### src/rtl/mof_source.sv
// mof_source: filtered majority-of-five voter with registered popcount and unanimity flag.
// Define MOF_SYNC_EN to insert a two-flop synchronizer on sw ahead of the popcount register.
module mof_source #(
    parameter int FILTER_CYCLES = 4
) (
    input  logic       clk,
    input  logic       rst_n,
    input  logic [4:0] sw,
    output logic       led,
    output logic [2:0] count,
    output logic       unanimous
);
    localparam logic [3:0] LAST = 4'(FILTER_CYCLES - 1);

    logic [4:0] sampled;
    logic [2:0] pop;
    logic [3:0] stab;
    logic       maj;

`ifdef MOF_SYNC_EN
    logic [4:0] sync1, sync2;
    always_ff @(posedge clk or negedge rst_n) begin
        if (!rst_n) begin
            sync1 <= '0;
            sync2 <= '0;
        end else begin
            sync1 <= sw;
            sync2 <= sync1;
        end
    end
    assign sampled = sync2;
`else
    assign sampled = sw;
`endif

    always_comb begin
        pop = '0;
        for (int i = 0; i < 5; i++) pop = pop + 3'(sampled[i]);
    end

    assign maj       = count >= 3'd3;
    assign unanimous = count == 3'd0 || count == 3'd5;

    // led only moves after maj has disagreed with it for FILTER_CYCLES consecutive edges
    always_ff @(posedge clk or negedge rst_n) begin
        if (!rst_n) begin
            count <= '0;
            led   <= 1'b0;
            stab  <= '0;
        end else begin
            count <= pop;
            if (maj == led) begin
                stab <= '0;
            end else if (stab == LAST) begin
                led  <= maj;
                stab <= '0;
            end else begin
                stab <= stab + 4'd1;
            end
        end
    end
endmodule

### config.mk
export PLATFORM = sky130hd
export DESIGN_NAME = mof_source
export DESIGN_NICKNAME = d
export VERILOG_FILES = /design/src/rtl/mof_source.sv
export SDC_FILE = /design/constraint.sdc
export NUM_CORES = 1
export LEC_CHECK = 0
export CORE_AREA = 2 2 39 41
export CTS_BUF_LIST = sky130_fd_sc_hd__clkbuf_8
export DETAILED_ROUTE_END_ITERATION = 10
export DIE_AREA = 0 0 41 43
export HOLD_SLACK_MARGIN = 0.1
export PLACE_DENSITY = 0.55
export SLEW_MARGIN = 20
export SYNTH_ARGS = -nofsm -noshare
export SYNTH_HDL_FRONTEND = slang
export SYNTH_SLANG_ARGS = --single-unit
### constraint.sdc
create_clock -name clk -period 1.5 [get_ports clk]
set_input_delay 0.3 -clock clk [delete_from_list [all_inputs] [get_ports clk]]
set_output_delay 0.3 -clock clk [all_outputs]
set_load 0.1 [all_outputs]
; Word-level counts from Yosys, hierarchy flattened
; Cells that the tools add are included.
[totals]
input_bits = 7
output_inout_bits = 5
register_bits = 8
[op_classes]
mux = 2
eq_ne = 3
order_cmp = 1
n_bitwise = 1
addsub = 5
n_reduce_logical = 3
[ops]
columns = cell, n
row1 = $mux W4, 2
row2 = $add A3 B1 Y3, 2
row3 = $add A4 B1 Y4 const B, 1
row4 = $eq A4 B2 Y1 const B, 1
row5 = $add A2 B1 Y3, 1
row6 = $eq A3 B3 Y1 const B, 1
row7 = $ge A3 B2 Y1 const B, 1
row8 = $logic_not A3 Y1, 1
row9 = $add A1 B1 Y2, 1
row10 = $reduce_and A2 Y1, 1
row11 = $eq A1 B1 Y1, 1
row12 = $logic_or A1 B1 Y1, 1
row13 = $not A1 Y1, 1

; Longest topological paths before layout
; Gate-level depths: netlist (run 1).
[logic_depth]
word_depth = 4
mapped_depth = 4

; Worst setup path before layout (run 1)
; Ideal clock, no wire load.
[synth_timing]
kind = register to output
from = register count[2]
to = output port unanimous
required_time_ns = 1.200
n_path_buf = 0
path_stages_with_launch = 3
slack_ns = -1.176
arrival_time_ns = 2.376
cell_sequence = dfrtp_1 xor2_1 nor2_1
[synth_via]
elab_chain_cells = 2
[synth_lines]
columns = item, line
row1 = from (decl), 10  ; output logic [2:0] count,
row2 = from (signal assigned), 51  ; count <= pop;
row3 = $eq A3 B3 Y1 or $logic_not A3 Y1 (tied branches), 42  ; assign unanimous = count == 3'd0 || count == 3'd5;
row4 = $logic_or A1 B1 Y1 *, 42
row5 = to (decl), 11  ; output logic unanimous
; Mark *: on every way between the ends. The rest lies on a longest branch, timed or not.

; Final worst setup path (run 1)
; Ends and elaborated chain as after synthesis.

==> out/metrics.csv, run 1 <==
metric,value,unit
status,"complete, no violations",
insertion_delay,0.23,ns
period_share,99.1,%
period_minus_slack,1.49,ns
worst_pin_slew,0.361,ns
clk_pin_slew,0.04,ns
cts.hold.buffers_added,0,
ir_worst_vdd,776,uV
antenna_found_initial,0,
syn-num-nets,39,
hold_path_class,primary input to async pin,
critPathMaxFanout,2,
dp_hpwl,555,um
crit_required,1.20,ns
drive_above_1_share,48.9,%
cts_tree,yes,
ys_types,14,
grt_pass1_wl,1.31,mm
gp_congestion,0.602,
setup_viol,0,
grt_max_degree,9,
coreArea,1380,um^2
fp.dieH,43,um
root_buffer,clkbuf_8,
start_kind,register,
vias_per_cell,4.84,
synth.top_cell.area_share,53.7,%
num_vias,295,
hold_violations,0,
total_power,1.24,mW
synth_area_leaders,"dfrtp_1 (54%), fa_1 (11%), ha_1 (6.7%)",
drtIter0Drc,4,
diodes,0,
ys_ff_latch,8,
gr-total-overflow,0,
clock_path_buffers,2,
grt_setup_unrepaired,true,
final_nets,57,
fmax,673,MHz
p_per_area,1930,nW/um^2
reg2regPathDepth,4,
nFillCells,131,
start_util,26.9,%
dr.pass1.iters,4,
postRouteAntennaNets,0,
leakage,0.278,nW
critical_path_class,register to output port,
critPathCaptureType,output port,
synth_area,373,um^2
routed_wl,773,um
die_width,41,um
synthCells,28,
syn_to_final_growth,72.1,%
reg2reg_setup_slack,0.22,ns
grt_pass1_vias,319,
design.die.area,1760,um^2
yosysWarnings,0,
worstPathArrival,1.19,ns
rows,14,
drc,0,
cts_made_buffers,3,
wl_per_cell,12.7,um
cts.sinks,8,
reg2reg_to,stab[0],
fin_hold_ws,0.347,ns
h-tree-depth,1,
rr_startpoint,count[0],
port_buffers,11,
syn_area_per_cell,13.3,um^2
ios,12,
slew_headroom,75.9,%
skew,0.000764,ns
yosysTopAreaCell,dfrtp_1,
slew_viol_final,0,
cap_violations,0,
ys_seq_area_share,53.7,%
grt.total_usage,12.1,%
repair_timing:
item	CTS	global route
setup endpoints to repair	4	2
buffers inserted	2	0
gates cloned	0	0
pin swaps	4	2
resized for setup	9	1
critical path: stages (launching register included):
cell,delay [ns]
dfrtp_4,0.48
xor2_2,0.19
nor2_4,0.10
buf_12,0.18
final cells by class:
class / instances / area, um^2 / share of cell area [%]
clock buffer: 3 / 41.3 / 6.43
clock inverter: 1 / 3.75 / 0.585
inverter: 1 / 3.75 / 0.585
multi-input combinational: 19 / 199 / 31.0
sequential: 8 / 209 / 32.6
tap: 16 / 20.0 / 3.12
timing repair buffer: 13 / 165 / 25.7
cells in the mapped netlist:
cell,instances
a21oi_2,1
nor3b_2,1
nand2b_1,1
nand3b_1,1
fa_1,2
dfrtp_1,8
a21oi_1,2
nand3_1,1
xor2_1,2
inv_1,1
nor2_1,4
xor2_2,1
nor3_1,1
ha_1,2
kinds of logic after synthesis:
group           Yosys count  synth area share [%]
fa+ha+maj                 4                  17.4
xor+xnor                  3                  9.06
compound gates            3                  5.03
simple gates              9                  13.8
buf+inv                   1                  1.01
flops                     8                  53.7
how the worst max path moves through the flow:
stage | start | to | depth (start not counted)
after global placement | sw[0] | count[1] | 4
after detailed placement | sw[0] | count[1] | 4
final | count[2] | unanimous | 3
after CTS | sw[1] | count[1] | 4
after floorplan | count[2] | unanimous | 2
after global routing | count[2] | unanimous | 3
placed cells by master, fill, tap and decap left out:
master,count
dfrtp_1,5
nor2_1,3
fa_2,1
nand2b_1,1
a21oi_1,2
inv_1,2
fa_1,1
ha_1,1
nor3_1,1
nand3b_1,1
clkbuf_2,1
clkbuf_8,3
buf_12,5
buf_2,1
clkdlybuf4s15_1,1
xor2_2,2
nand3_1,1
clkdlybuf4s50_1,3
dfrtp_2,1
buf_4,2
xor2_1,1
dfrtp_4,2
a21oi_2,1
nor2_4,1
ha_4,1
nor3b_2,1
per-layer routing:
layer,vias up,track usage [%],part of all wire [%]
met2,21,17.5,56
met4,0,10.0,3.5
met1,144,13.1,31
li1,124,-,-
met5,-,0,0
met3,6,4.71,9.4
where the power goes:
group / internal (mW) / switching, mW
clock: 0.178 / 0.0904
combinational: 0.236 / 0.399
sequential: 0.276 / 0.0629
stage by stage:
stage	worst slack (ns)	std cells	utilization [%]	TNS, ns	area [um^2]
final	0.0135	61	46.4	0	642
after floorplan	-0.158	28	-	-0.158	399
after CTS	0.00639	61	46.7	0	647
after global placement	-0.456	55	41.9	-1.16	579
after global routing	-0.0168	61	46.4	-0.0168	642
after detailed placement	-0.492	55	41.9	-1.26	579
state kept, by name, summed over array words and instances, names as in the netlist:
| name | cells |
|---|---|
| count | 3 |
| led | 1 |
| stab | 4 |
Note: power is estimated with default switching activity, not from simulation.
==> inputs of run 2 (changes only) <==
Settings changed: ABC_CLOCK_PERIOD_IN_PS from default to 1500, SETUP_SLACK_MARGIN from default to 0.4.
==> run 2 against run 1 <==
Net effect:
- utilization up 4.2 points
- via count shrank 5.4%
- critical path depth did not move
- maximum frequency up 0.86%
- critical path type unchanged
==> out/metrics.csv, run 2 (synthesis results as in run 1) <==
metric,value,unit
rr_startpoint,count[0],
worst_pin_slew,0.348,ns
grt_max_degree,9,
hold_violations,0,
clk_pin_slew,0.04,ns
gp_congestion,0.636,
root_buffer,clkbuf_8,
worstPathArrival,1.17,ns
wl_per_cell,12.0,um
drc,0,
hold_path_class,primary input to async pin,
power.switching,0.568,mW
insertion_delay,0.23,ns
die_width,41,um
largest-register,stab,
slew_viol_final,0,
ios,12,
final_cell_mix,"buf_12 (5), buf_6 (4), dfrtp_1 (4)",
num_vias,279,
crit_required,1.20,ns
slew_headroom,76.7,%
cts_made_buffers,3,
period_share,98.3,%
gr-total-overflow,0,
drtIter0Drc,2,
total_power,1.32,mW
cts_tree,yes,
rows,14,
final_nets,61,
drive_above_1_share,59.2,%
start_util,26.9,%
critPathCaptureType,output port,
vias_per_cell,4.29,
period_minus_slack,1.47,ns
critPathMaxFanout,2,
layout_commonest_cell,buf_12,
start_kind,register,
cp-startpoint,count[0],
coreArea,1380,um^2
grt_setup_unrepaired,true,
setup_viol,0,
slowest_stage,dfrtp_4,
p_clk_share,19.5,%
design.die.area,1760,um^2
cts.sinks,8,
reg_top3,"stab (4), count (3), led (1)",
grt_pass1_wl,1.37,mm
fp.dieH,43,um
port_buffers,11,
dr.pass1.iters,4,
postRouteAntennaNets,0,
leakage,0.304,nW
switching_share,43.1,%
intPower,0.749,mW
critical_path_class,register to output port,
reg2reg_setup_slack,0.14,ns
h-tree-depth,1,
path_cells,"xor2_2, nor2_4, buf_12",
fmax,678,MHz
ir_worst_vdd,700,uV
cap_violations,0,
diodes,0,
grt.total_usage,12.5,%
clock_path_buffers,2,
dp_hpwl,619,um
largest_reg_flops,4,
fin_hold_ws,0.347,ns
grt_pass1_vias,328,
antenna_found_initial,0,
skew,0.00608,ns
sequentialPowerShare,25.6,%
syn_to_final_growth,87.9,%
routed_wl,783,um
status,"complete, no violations",
max_stage_delay,0.48,ns
p_per_area,1880,nW/um^2
p_comb_share,54.9,%
[run 2: through the flow]
stage | util [%] | worst slack [ns] | area [um^2] | cells | TNS [ns]
detailed placement | 42.3 | -0.475 | 586 | 55 | -1.22
finish | 50.6 | 0.0261 | 701 | 65 | 0
global placement | 42.3 | -0.437 | 586 | 55 | -1.11
floorplan | - | -0.158 | 405 | 28 | -0.158
global route | 50.6 | -0.0238 | 701 | 65 | -0.0238
CTS | 48.9 | 0.0173 | 677 | 64 | 0
[run 2: final timing paths]
path	to	cells past startpoint
hold reg to reg	stab[0]	1
hold / removal	count[0]	1
setup / recovery	unanimous	3
max in group asynchronous	count[2]	1
min in group clk	stab[0]	1
setup reg to reg	stab[2]	5
[run 2: critical path, delay by kind of cell (launching register included)]
family                    cells  cell delay, ns
DFF                           1            0.48
xor gates and xnor gates      1            0.19
buffers and inverters         1            0.18
and+or+nand+nor               1            0.10
[run 2: final cells by class]
cell class,count,area [um^2]
Timing Repair Buffer,17,208
Inverter,1,3.75
Clock buffer,3,41.3
Fill cell,129,683
Clock inverter,1,3.75
Sequential cell,8,213
Multi-Input combinational cell,19,211
Tap cell,16,20.0
[run 2: layer usage]
metal,global-route usage [%],part of all wire [%],vias up
li1,-,-,132
met1,11.3,36,141
met2,21.3,62,6
met3,3.14,2.2,0
met4,10.0,0,0
met5,0,0,-
[run 2: what timing repair did]
| item | in CTS | in global routing |
|---|---|---|
| resized for setup | 16 | 3 |
| hold buffers | 0 | 0 |
| endpoints found under the setup margin | 12 | 13 |
| buffers inserted | 5 | 1 |
| pin swaps | 5 | 7 |
[run 2: power groups by stage]
stage / registers, mW / logic (mW) / clock network, mW
2_1_floorplan: 0.547 / 0.185 / 0
3_3_place_gp: 0.350 / 0.598 / 0
3_5_place_dp: 0.358 / 0.615 / 0
4_1_cts: 0.332 / 0.700 / 0.265
5_1_grt: 0.346 / 0.761 / 0.275
6_report: 0.337 / 0.723 / 0.257
